$ cat src/rtl/usb_pkg.sv
// rtl/usb_pkg.sv - shared types and CRC constants for the USB receive parser
package usb_pkg;

    typedef enum logic [3:0] {
        PID_OUT   = 4'b0001,
        PID_IN    = 4'b1001,
        PID_SETUP = 4'b1101,
        PID_DATA0 = 4'b0011,
        PID_DATA1 = 4'b1011,
        PID_ACK   = 4'b0010,
        PID_NAK   = 4'b1010,
        PID_STALL = 4'b1110
    } pid_t;

    typedef enum logic [1:0] {
        KIND_TOKEN     = 2'b00,
        KIND_DATA      = 2'b01,
        KIND_HANDSHAKE = 2'b10,
        KIND_UNKNOWN   = 2'b11
    } pkt_kind_t;

    typedef enum logic [1:0] {
        ST_IDLE = 2'd0,
        ST_PID  = 2'd1,
        ST_BODY = 2'd2,
        ST_DONE = 2'd3
    } parse_state_t;

    localparam logic [4:0]  CRC5_POLY      = 5'b00101;
    localparam logic [4:0]  CRC5_INIT      = 5'b11111;
    localparam logic [4:0]  CRC5_RESIDUAL  = 5'b01100;
    localparam logic [15:0] CRC16_POLY     = 16'h8005;
    localparam logic [15:0] CRC16_INIT     = 16'hFFFF;
    localparam logic [15:0] CRC16_RESIDUAL = 16'h800D;
    localparam logic [6:0]  TOKEN_LEN      = 7'd16;

    function automatic pkt_kind_t pid_kind(input logic [3:0] p);
        case (p)
            PID_OUT, PID_IN, PID_SETUP: pid_kind = KIND_TOKEN;
            PID_DATA0, PID_DATA1:       pid_kind = KIND_DATA;
            PID_ACK, PID_NAK, PID_STALL: pid_kind = KIND_HANDSHAKE;
            default:                    pid_kind = KIND_UNKNOWN;
        endcase
    endfunction

endpackage

$ cat src/rtl/usb_crc_chk.sv
// rtl/usb_crc_chk.sv - serial CRC LFSR with clear and enable
module usb_crc_chk #(
    parameter int         W    = 5,
    parameter logic [W-1:0] POLY = '0,
    parameter logic [W-1:0] INIT = '1
) (
    input  logic         clk,
    input  logic         rst,
    input  logic         clr,
    input  logic         en,
    input  logic         din,
    output logic [W-1:0] crc
);

    logic w_fb;
    assign w_fb = din ^ crc[W-1];

    always_ff @(posedge clk or posedge rst) begin
        if (rst) begin
            crc <= INIT;
        end else if (clr) begin
            crc <= INIT;
        end else if (en) begin
            crc <= {crc[W-2:0], 1'b0} ^ (w_fb ? POLY : '0);
        end
    end

endmodule

$ cat src/rtl/usb_pkt_parser.sv
// rtl/usb_pkt_parser.sv - serial USB packet parser: PID, token/data/handshake fields and error checks
module usb_pkt_parser
    import usb_pkg::*;
#(
    parameter logic [6:0] DEV_ADDR  = 7'd0,
    parameter int         DATA_BITS = 64
) (
    input  logic                 clk,
    input  logic                 rst,
    input  logic                 recving,
    input  logic                 in_valid,
    input  logic                 inb,
    output logic                 pkt_valid,
    output logic [1:0]           pkt_kind,
    output logic [3:0]           pid,
    output logic [6:0]           addr,
    output logic [3:0]           endp,
    output logic [DATA_BITS-1:0] data,
    output logic                 addr_match,
    output logic                 pid_err,
    output logic                 crc_err,
    output logic                 len_err
);

    localparam int         BODY_W   = DATA_BITS + 16;
    localparam logic [6:0] DATA_LEN = 7'(BODY_W);

    parse_state_t       r_state, w_next;
    logic [7:0]         r_pid_sr;
    logic [2:0]         r_pid_cnt;
    logic [6:0]         r_body_cnt;
    logic [BODY_W-1:0]  r_body;
    logic [4:0]         w_crc5;
    logic [15:0]        w_crc16;
    logic               w_bit, w_start, w_finish, w_crc_clr, w_crc_en;
    logic               w_pid_ok, w_len_bad, w_crc_bad;
    pkt_kind_t          w_kind;
    logic [6:0]         w_exp_len;

    assign w_bit     = recving && in_valid;
    assign w_crc_en  = (r_state == ST_BODY) && w_bit;
    assign pkt_valid = (r_state == ST_DONE);

    always_ff @(posedge clk or posedge rst) begin
        if (rst) r_state <= ST_IDLE;
        else     r_state <= w_next;
    end

    // A packet may start in DONE as well as IDLE; the bit on that cycle is the first PID bit
    always_comb begin
        w_next    = r_state;
        w_start   = 1'b0;
        w_finish  = 1'b0;
        w_crc_clr = 1'b0;
        case (r_state)
            ST_IDLE: if (recving) begin w_next = ST_PID; w_start = 1'b1; end
            ST_PID: begin
                if (!recving) begin
                    w_next = ST_DONE; w_finish = 1'b1;
                end else if (in_valid && r_pid_cnt == 3'd7) begin
                    w_next = ST_BODY; w_crc_clr = 1'b1;
                end
            end
            ST_BODY: if (!recving) begin w_next = ST_DONE; w_finish = 1'b1; end
            ST_DONE: begin
                if (recving) begin w_next = ST_PID; w_start = 1'b1; end
                else         w_next = ST_IDLE;
            end
            default: w_next = ST_IDLE;
        endcase
    end

    always_comb begin
        w_pid_ok  = (r_pid_sr[7:4] == ~r_pid_sr[3:0]);
        w_kind    = w_pid_ok ? pid_kind(r_pid_sr[3:0]) : KIND_UNKNOWN;
        w_exp_len = 7'd0;
        w_crc_bad = 1'b0;
        case (w_kind)
            KIND_TOKEN: begin w_exp_len = TOKEN_LEN; w_crc_bad = (w_crc5 != CRC5_RESIDUAL); end
            KIND_DATA:  begin w_exp_len = DATA_LEN;  w_crc_bad = (w_crc16 != CRC16_RESIDUAL); end
            default:    begin w_exp_len = 7'd0;      w_crc_bad = 1'b0; end
        endcase
        w_len_bad = (r_state == ST_PID) ||
                    ((w_kind != KIND_UNKNOWN) && (r_body_cnt != w_exp_len));
    end

    always_ff @(posedge clk or posedge rst) begin
        if (rst) begin
            r_pid_sr   <= '0;
            r_pid_cnt  <= '0;
            r_body_cnt <= '0;
            r_body     <= '0;
            pkt_kind   <= '0;
            pid        <= '0;
            addr       <= '0;
            endp       <= '0;
            data       <= '0;
            addr_match <= 1'b0;
            pid_err    <= 1'b0;
            crc_err    <= 1'b0;
            len_err    <= 1'b0;
        end else begin
            if (w_start) begin
                r_pid_sr   <= in_valid ? {inb, 7'd0} : 8'd0;
                r_pid_cnt  <= in_valid ? 3'd1 : 3'd0;
                r_body_cnt <= '0;
                r_body     <= '0;
                pid_err    <= 1'b0;
                crc_err    <= 1'b0;
                len_err    <= 1'b0;
            end else if (r_state == ST_PID && w_bit) begin
                r_pid_sr  <= {inb, r_pid_sr[7:1]};
                r_pid_cnt <= r_pid_cnt + 3'd1;
            end else if (r_state == ST_BODY && w_bit) begin
                // Excess bits are counted (for len_err) but never overwrite stored fields
                if (r_body_cnt < DATA_LEN) r_body[r_body_cnt] <= inb;
                if (r_body_cnt != 7'd127)  r_body_cnt <= r_body_cnt + 7'd1;
            end
            if (w_finish) begin
                pkt_kind   <= (r_state == ST_PID) ? KIND_UNKNOWN : w_kind;
                pid        <= r_pid_sr[3:0];
                addr       <= r_body[6:0];
                endp       <= r_body[10:7];
                data       <= r_body[DATA_BITS-1:0];
                addr_match <= (r_state == ST_BODY) && (w_kind == KIND_TOKEN) &&
                              (r_body[6:0] == DEV_ADDR);
                pid_err    <= !w_pid_ok || (w_kind == KIND_UNKNOWN);
                len_err    <= w_len_bad;
                crc_err    <= !w_len_bad && w_crc_bad;
            end
        end
    end

    usb_crc_chk #(.W(5), .POLY(CRC5_POLY), .INIT(CRC5_INIT)) u_crc5 (
        .clk (clk),
        .rst (rst),
        .clr (w_crc_clr),
        .en  (w_crc_en),
        .din (inb),
        .crc (w_crc5)
    );

    usb_crc_chk #(.W(16), .POLY(CRC16_POLY), .INIT(CRC16_INIT)) u_crc16 (
        .clk (clk),
        .rst (rst),
        .clr (w_crc_clr),
        .en  (w_crc_en),
        .din (inb),
        .crc (w_crc16)
    );

endmodule
$ cat config.mk
export PLATFORM = sky130hd
export DESIGN_NAME = usb_pkt_parser
export DESIGN_NICKNAME = d
export VERILOG_FILES = /design/src/rtl/usb_pkg.sv /design/src/rtl/usb_crc_chk.sv /design/src/rtl/usb_pkt_parser.sv
export SDC_FILE = /design/constraint.sdc
export NUM_CORES = 1
export LEC_CHECK = 0
export ABC_AREA = 1
export CORE_ASPECT_RATIO = 0.75
export CORE_MARGIN = 2
export CORE_UTILIZATION = 40
export DETAILED_ROUTE_END_ITERATION = 7
export GPL_TIMING_DRIVEN = 0
export PLACE_DENSITY = 0.62
export SYNTH_ARGS = -nofsm -noshare
export SYNTH_HDL_FRONTEND = slang
export SYNTH_SLANG_ARGS = --single-unit
$ cat constraint.sdc
create_clock -name clk -period 9.71 [get_ports clk]
set_input_delay 0.971 -clock clk [delete_from_list [all_inputs] [get_ports clk]]
set_output_delay 0.971 -clock clk [all_outputs]
set_load 0.05 [all_outputs]
==> impl_metrics.toml, run 1 <==
[status]
status = "completed"

[logic_synthesis]
synth.top_cell.area_share = 0.483
synth_top_cell_by_area = "dfrtp_1"
syn_inst = 941
synth_area_leaders = "dfrtp_1 48%, nand2_1 10%, dfstp_2 6.7%"
synth-edff-count = 0
synth_common_cells = "219 x nand2_1, 158 x dfrtp_1, 123 x inv_1"
async_flop_share = 1.00
syn_avg_cell_area_um2 = 8.70
yosysWarnings = 0
synth-xor-area-share = 0.00535
synth_cell_types = 37
ys.flop_type = "dfrtp_1"
synth_compound_area_frac = 0.170
synthSimpleGateAreaFrac = 0.162
syn_area_um2 = 8190
ys_seq_area_frac = 0.550
synth-seq-cells = 179
synth.most_common_cell = "nand2_1"
muxShareOfSynthArea = 0
synth_fp_nets = 956
synth_fa_ha_area_frac = 0.0153
synth_top_family_by_area = "compound AO/OA/AOI/OAI gates"

[power]
p_seq_frac = 0.333
intPower_w = 0.00197
clock_power_share = 0.198
power_leakage_nw = 4.47
p_comb_frac = 0.469
netSwitchingFraction = 0.450
p_switching_w = 0.00161
power_density_nw_per_um2 = 356
max-vdd-ir-drop_mv = 0.205

[timing]
hold_viol_final = 0
fin_setup_tns_ps = 0
worst_pin_slew_ps = 1190
fin_crit_ps = 2950
min_period_over_period = 0.304
fmax_ghz = 0.339
rsz0062_at_grt = "no"
setup-violations-final = 0
skew_ps = 8.99
slew_violations = 0
slew_headroom = 0.198

[floorplan]
core_area_um2 = 20200
io_pins = 91
dieArea_um2 = 21600
die_w_um = 169
rows = 45
chipHeight_um = 128
start_util = 0.406

[setup_path]
endpoint = "data[40]"
r2r_end = "data[40]"
cp_max_fo = 10
critPathKind = "flip-flop to flip-flop"
cp.required_ps = 10020
worst_ep_arrival_time_ps = 3250
startpoint = "r_state[0]"
rrSetupSlack_ps = 6760
critPathCaptureType = "flip-flop"
r2r_start = "r_state[0]"
cp-start-kind = "flip-flop"
ff2ff_path_depth = 9

[layout]
final_cell_area_um2 = 10000
diodes = 0
layout-drive-gt1-share = 0.105
final_nets = 1065
final_util = 0.498
fillers = 1912
area_growth_pct = 22.6

[routing]
dr.pass1.iters = 5
drt_iter0_drc = 614
ant_nets = 0
wl_per_cell_um = 16.0
wl_um = 21100
vias = 6720
route.detailed.drc = 0
via_per_inst = 5.09

[clocking]
cts_tree = "built"
postCtsSetupBuffers = 0
clk_pin_slew_ps = 70
cts_root_buffer = "clkbuf_16"
htreeDepth = 4
cts.sinks = 179
cts_buffers = 17
hold_buffers = 0
ctsResizeCount = 0
cts_buffer_depth = 2
clk_latency_ps = 430

[global_routing]
track_usage = 0.204
grt_busiest_layer = "met1"
grt_overflow = 0
grtUsageMet1 = 0.326
antenna_found_initial = 0
first_global_vias = 6260
met2_usage = 0.280
grt_max_degree = 102
use_met3 = 0.0392
grt_pass1_wl_um = 34100

[run]
drv_cap = 0

[placed_design]
portBuffers = 89
placed_area_um2 = 9440
dpl.hpwl_um = 14800
routabilityCongestion = 0.898

[hold_path]
hold_path_startpoint = "data[22]"
holdCritPathClass = "flip-flop to flip-flop"
==> worst min path at each step <==
| stage | end | cells past startpoint | slack [ps] |
|---|---|---|---|
| final | data[22] | 2 | 470 |
| after global routing | data[22] | 2 | 500 |
| after CTS | data[22] | 2 | 470 |
| after detailed placement | data[22] | 2 | 460 |
| after global placement | data[17] | 2 | 460 |
| after floorplan | data[42] | 2 | 440 |
==> final cells by class <==
| class | count | area [um^2] | area share |
|---|---|---|---|
| Multi-Input combinational cell | 576 | 2890 | 0.288 |
| Tap cell | 258 | 323 | 0.0322 |
| Inverter | 131 | 500 | 0.0499 |
| Clock buffer | 19 | 443 | 0.0441 |
| Buffer | 55 | 299 | 0.0298 |
| Sequential cell | 179 | 4510 | 0.449 |
| Timing Repair Buffer | 90 | 918 | 0.0915 |
| Clock inverter | 12 | 156 | 0.0156 |
==> sequential cells by signal, summed over array words and instances, names as in the netlist, 4 cells and up <==
signal and count:
u_crc5.crc 5, u_crc16.crc 16, addr 6, r_pid_sr 8, r_body 64, r_body_cnt 7, data 55, pid 4
==> power by group through the flow <==
stage / Sequential, W / Combinational [W] / Clock (W)
floorplan: 0.00154 / 0.000786 / 0
global placement: 0.00120 / 0.00165 / 0
detailed placement: 0.00120 / 0.00167 / 0
CTS: 0.00119 / 0.00168 / 0.000718
global route: 0.00123 / 0.00182 / 0.000753
finish: 0.00119 / 0.00168 / 0.000707
==> cell families (layout without fill, tap and decap cells) <==
logic type                 after synthesis  in the layout
AOI/OAI and AO/OA                      245            245
xor gates and xnor gates                 5              5
adders and majority gates               10             10
buffers and inverters                  186            307
DFF                                    179            179
and+or+nand+nor                        316            316
==> critical path, cell delays in order (launching register included) <==
cell and delay (ps):
dfrtp_1 380, inv_1 100, ha_1 480, inv_1 100, nor2_1 620, inv_1 410, buf_2 350, buf_2 230
nand2_1 80, o21ai_0 70
==> per-layer routing <==
metal  vias to the layer above  share of wire
met1                      3196           0.52
li1                       3306              -
met5                         -              0
met3                        11          0.059
met4                         0         0.0091
met2                       207           0.41
==> layout by cell type, fill, tap and decap left out, drive strengths merged <==
master,instances
o31ai,18
clkinvlp,3
nand4,5
nor4,2
o21bai,2
buf,37
o21ai,89
nand2,221
bufinv,3
nand3,30
o221ai,1
ha,10
clkinv,5
nor3,10
clkbuf,38
o41ai,1
nor2,48
o22ai,56
inv,132
clkdlybuf4s50,89
xor2,3
a21oi,71
o211ai,7
dfstp,21
dfrtp,158
xnor2,2
==> stage by stage <==
stage	std cells	hold WS, ps	setup WS, ps	power (W)
2_1_floorplan	941	443	3920	0.00233
3_3_place_gp	1288	455	1370	0.00285
3_5_place_dp	1289	458	6730	0.00287
4_1_cts	1320	475	6820	0.00358
5_1_grt	1320	501	6640	0.00380
6_report	1320	470	6760	0.00357
(Power assumes the default switching activity.)
==> run 2: changes to the inputs <==
==> constraint.sdc (replaced) <==
create_clock -name clk -period 3 [get_ports clk]
set_input_delay 0.3 -clock clk [delete_from_list [all_inputs] [get_ports clk]]
set_output_delay 0.3 -clock clk [all_outputs]
set_load 0.05 [all_outputs]
==> impl_metrics.toml, run 2 (synthesized netlist as in run 1, its figures left out) <==
[status]
status = "completed"

[setup_path]
r2r_start = "r_state[0]"
endpoint = "data[55]"
cp-start-kind = "flip-flop"
worst_ep_arrival_time_ps = 2910
cp_max_fo = 10
r2r_end = "data[55]"
rrSetupSlack_ps = 390
critPathCaptureType = "flip-flop"
critPathKind = "flip-flop to flip-flop"
startpoint = "r_state[0]"
cp.required_ps = 3300
ff2ff_path_depth = 9

[power]
p_seq_frac = 0.335
netSwitchingFraction = 0.457
p_switching_w = 0.00526
power_leakage_nw = 4.49
p_comb_frac = 0.476
max-vdd-ir-drop_mv = 0.539
totalPowerFinal_w = 0.0115
intPower_w = 0.00623
power_density_nw_per_um2 = 1140
clock_power_share = 0.190

[timing]
setup-violations-final = 0
worst_pin_slew_ps = 1210
fin_crit_ps = 2610
skew_ps = 14.6
rsz0062_at_grt = "no"
min_period_over_period = 0.870
slew_violations = 0
fmax_ghz = 0.383
hold_viol_final = 0
fin_setup_tns_ps = 0
slew_headroom = 0.185

[placed_design]
portBuffers = 89
placed_cells = 1292
dpl.hpwl_um = 15300
routabilityCongestion = 0.892

[layout]
largest_reg_flops = 64
instances_no_fill = 1325
top_register = "r_body"
final_cell_mix = "219 x nand2_1, 158 x dfrtp_1, 122 x inv_1"
top_regs = "r_body x64, data x55, u_crc16.crc x16"
layout-drive-gt1-share = 0.111
area_growth_pct = 22.9
final_nets = 1068
final_common_cell = "nand2_1"
fillers = 1924

[floorplan]
dieArea_um2 = 21600
core_area_um2 = 20200
io_pins = 91
die_w_um = 169
start_util = 0.406
rows = 45
chipHeight_um = 128

[global_routing]
grt_overflow = 0
first_global_vias = 6439
antenna_found_initial = 0
track_usage = 0.208
grt_max_degree = 43
grt_pass1_wl_um = 35000

[clocking]
cts.sinks = 179
postCtsSetupBuffers = 0
htreeDepth = 4
cts_root_buffer = "clkbuf_16"
cts_buffers = 17
clk_latency_ps = 440
clk_pin_slew_ps = 70
cts_buffer_depth = 2
cts_tree = "built"

[routing]
wl_per_cell_um = 16.2
via_per_inst = 5.11
dr.pass1.iters = 5
drt_iter0_drc = 647
ant_nets = 0
route.detailed.drc = 0
wl_um = 21400
vias = 6777

[run]
drv_cap = 0

[hold_path]
holdCritPathClass = "input pin to async pin"
-- run 2: cell count changes in the layout (fill, tap and decap cells not counted), sizes merged --
cell    previous run  this run
buf               37        40
bufinv             3         1
clkinv             5         6
diode              0         1
inv              132       134
-- run 2: area by class of cell --
class / count / area, um^2 / area share
diodes: 1 / 2.50 / 0.000249
plain buffers: 55 / 299 / 0.0297
clock buffers: 19 / 453 / 0.0450
clock inverters: 13 / 121 / 0.0121
inverters: 131 / 497 / 0.0494
multi-input cells: 576 / 2890 / 0.287
flip-flops and latches: 179 / 4510 / 0.448
well taps: 258 / 323 / 0.0321
repair buffers: 93 / 971 / 0.0965
-- run 2: per-stage QoR --
step | setup slack [ps] | utilization | hold slack, ps | area (um^2)
2_1_floorplan | 423 | - | 443 | 8190
3_3_place_gp | -1140 | 0.467 | 457 | 9410
3_5_place_dp | 198 | 0.471 | 459 | 9490
4_1_cts | 96.0 | 0.499 | 273 | 10100
5_1_grt | 267 | 0.499 | 300 | 10100
6_report | 391 | 0.499 | 259 | 10100
-- run 2: power groups by stage --
stage | Clock [W] | Combinational (W) | Sequential, W
2_1_floorplan | 0 | 0.00255 | 0.00499
3_3_place_gp | 0 | 0.00536 | 0.00388
3_5_place_dp | 0 | 0.00542 | 0.00388
4_1_cts | 0.00222 | 0.00546 | 0.00384
5_1_grt | 0.00234 | 0.00595 | 0.00396
6_report | 0.00218 | 0.00547 | 0.00385
-- run 2: what timing repair did --
| item | CTS | global route |
|---|---|---|
| setup endpoints to repair | 0 | 1 |
| hold buffers | 0 | 0 |
| gates resized for setup | 0 | 1 |
-- run 2: how the worst min path moves through the flow --
stage | depth (start not counted) | from | to | slack, ps
4_1_cts | 2 | rst | pid[1] | 270
2_1_floorplan | 2 | r_body[42] | data[42] | 440
5_1_grt | 3 | recving | r_pid_cnt[0] | 300
6_report | 2 | rst | pid[1] | 260
3_5_place_dp | 2 | data[39] | data[39] | 460
3_3_place_gp | 2 | data[39] | data[39] | 460
-- run 2: routing by layer --
metal,GRT usage,share of wire,vias to the layer above
met3,0.0463,0.065,17
met5,0,0,-
met4,0.0508,0.0098,0
li1,-,-,3311
met2,0.290,0.42,198
met1,0.327,0.51,3251
-- run 2: critical path, cell delays in order (launching register included) --
cell and delay [ps]:
dfrtp_1 380, inv_1 110, ha_1 460, inv_1 120
nor2_2 350, inv_1 310, buf_2 330, buf_2 240
nand2_1 70, o21ai_0 80
==> run 3: changes to the inputs <==
--- a/config.mk
+++ b/config.mk
@@ -7,7 +7,7 @@
 export LEC_CHECK = 0
 export ABC_AREA = 1
 export CORE_ASPECT_RATIO = 0.75
-export CORE_MARGIN = 2
+export CORE_MARGIN = 4
 export CORE_UTILIZATION = 40
 export DETAILED_ROUTE_END_ITERATION = 7
 export GPL_TIMING_DRIVEN = 0
==> constraint.sdc (replaced) <==
create_clock -name clk -period 2.6 [get_ports clk]
set_input_delay 0.26 -clock clk [delete_from_list [all_inputs] [get_ports clk]]
set_output_delay 0.26 -clock clk [all_outputs]
set_load 0.05 [all_outputs]
==> impl_metrics.toml, run 3 (synthesized netlist as in run 1, its figures left out) <==
[status]
status = "completed"

[setup_path]
cp_max_fo = 10
cp_top_family = "buffers and inverters"
worst_ep_arrival_time_ps = 2700
critPathCaptureType = "flip-flop"
critPathBufInv = 5
cp_slowest_cell = "ha_1"
cp-start-kind = "flip-flop"
critPathKind = "flip-flop to flip-flop"
crit_top_cell = "inv_1"
cpPeakStageDelay_ps = 450
critical_path.cell_chain = "inv_1 -> ha_1 -> inv_1 -> nor2_4 -> inv_1 -> buf_2 -> buf_2 -> nand2_1 -> o21ai_0"
cp.required_ps = 2900

[floorplan]
core_area_um2 = 20200
rows = 45
chipHeight_um = 132
dieArea_um2 = 22800
start_util = 0.406
die_w_um = 173
io_pins = 91

[layout]
largest_reg_flops = 64
diodes = 0
final_common_cell = "nand2_1"
final_cell_mix = "219 x nand2_1, 158 x dfrtp_1, 122 x inv_1"
top_register = "r_body"
fillers = 1875
top_regs = "r_body x64, data x55, u_crc16.crc x16"
area_growth_pct = 23.4
final_nets = 1069
final_util = 0.501
layout-drive-gt1-share = 0.108

[clocking]
hold_buffers = 0
cts_root_buffer = "clkbuf_16"
clk_pin_slew_ps = 70
cts.sinks = 179
cts_buffers = 17
clk_latency_ps = 440
cts_tree = "built"
htreeDepth = 4
cts_buffer_depth = 2
postCtsSetupBuffers = 0

[timing]
fin_crit_ps = 2400
min_period_over_period = 0.923
slew_headroom = 0.221
skew_ps = 10.8
setup-violations-final = 0
worst_pin_slew_ps = 1160
hold_viol_final = 0
fmax_ghz = 0.417
slew_violations = 0
rsz0062_at_grt = "no"

[run]
drv_cap = 0

[hold_path]
holdCritPathClass = "input pin to async pin"

[power]
power_leakage_nw = 4.50
power_density_nw_per_um2 = 1320
totalPowerFinal_w = 0.0133
max-vdd-ir-drop_mv = 0.867

[routing]
wl_per_cell_um = 15.8
drt_iter0_drc = 593
vias = 6743
ant_nets = 0
route.detailed.drc = 0
wl_um = 20900
via_per_inst = 5.09
dr.pass1.iters = 5

[global_routing]
track_usage = 0.187
grt_pass1_wl_um = 34200
grt_max_degree = 41
antenna_found_initial = 0
first_global_vias = 6287
grt_overflow = 0

[placed_design]
routabilityCongestion = 0.835
portBuffers = 89
dpl.hpwl_um = 15200
-- run 3: cell types whose count changed in the layout (fill, tap and decap cells not counted), sizes merged --
cell / before / now
inv: 134 / 129
clkinvlp: 3 / 5
buf: 40 / 41
clkbuf: 38 / 41
clkinv: 6 / 3
bufinv: 1 / 3
diode: 1 / 0
-- run 3: path summary, 6_finish.rpt --
path | startpoint | endpoint | slack [ps] | cells after the start
max | r_state[0] | data[30] | 200 | 9
min | rst | pid[1] | 230 | 3
max reg2reg | r_state[0] | data[30] | 200 | 9
min reg2reg | data[23] | data[23] | 470 | 2
max in group asynchronous | rst | data[50] | 1680 | 5
min in group clk | recving | r_pid_cnt[0] | 270 | 3
-- run 3: final cells by class --
type,count,area (um^2),area share
buffer,55,299,0.0296
clock inverter,9,130,0.0129
sequential,179,4510,0.446
inverter,131,497,0.0491
multi-input combinational,576,2900,0.287
timing repair buffer,94,991,0.0980
clock buffer,22,464,0.0459
tap,258,323,0.0319
-- run 3: tightest hold or removal path: stages --
cell	delay, ps
clkdlybuf4s50_1	440
clkinvlp_4	100
buf_12	230
-- run 3: per-stage QoR --
step | worst slack (ps) | setup TNS [ps] | hold slack, ps | instance area (um^2) | std cells
5_1_grt | 33.2 | 0 | 258 | 10100 | 1324
4_1_cts | 30.7 | 0 | 231 | 10100 | 1324
6_report | 201 | 0 | 230 | 10100 | 1324
3_5_place_dp | -232 | -14370 | 460 | 9510 | 1293
3_3_place_gp | -1490 | -261190 | 461 | 9410 | 1288
2_1_floorplan | 62.5 | 0 | 423 | 8190 | 941
-- run 3: where the power goes --
group	internal, W	leakage [nW]	total (W)	switching [W]
sequential	0.00390	2.36	0.00445	0.000549
clock	0.00155	0.278	0.00261	0.00105
combinational	0.00191	1.86	0.00627	0.00436
-- run 3: timing repair --
| action | CTS | global route |
|---|---|---|
| gates resized for setup | 1 | 1 |
| endpoints found under the setup margin | 72 | 70 |
| gates cloned | 0 | 0 |
-- run 3: routing by layer --
metal  share of wire  GRT usage
met3           0.064     0.0433
met2            0.41      0.252
met1            0.52      0.298
met4           0.012     0.0536
met5               0          0
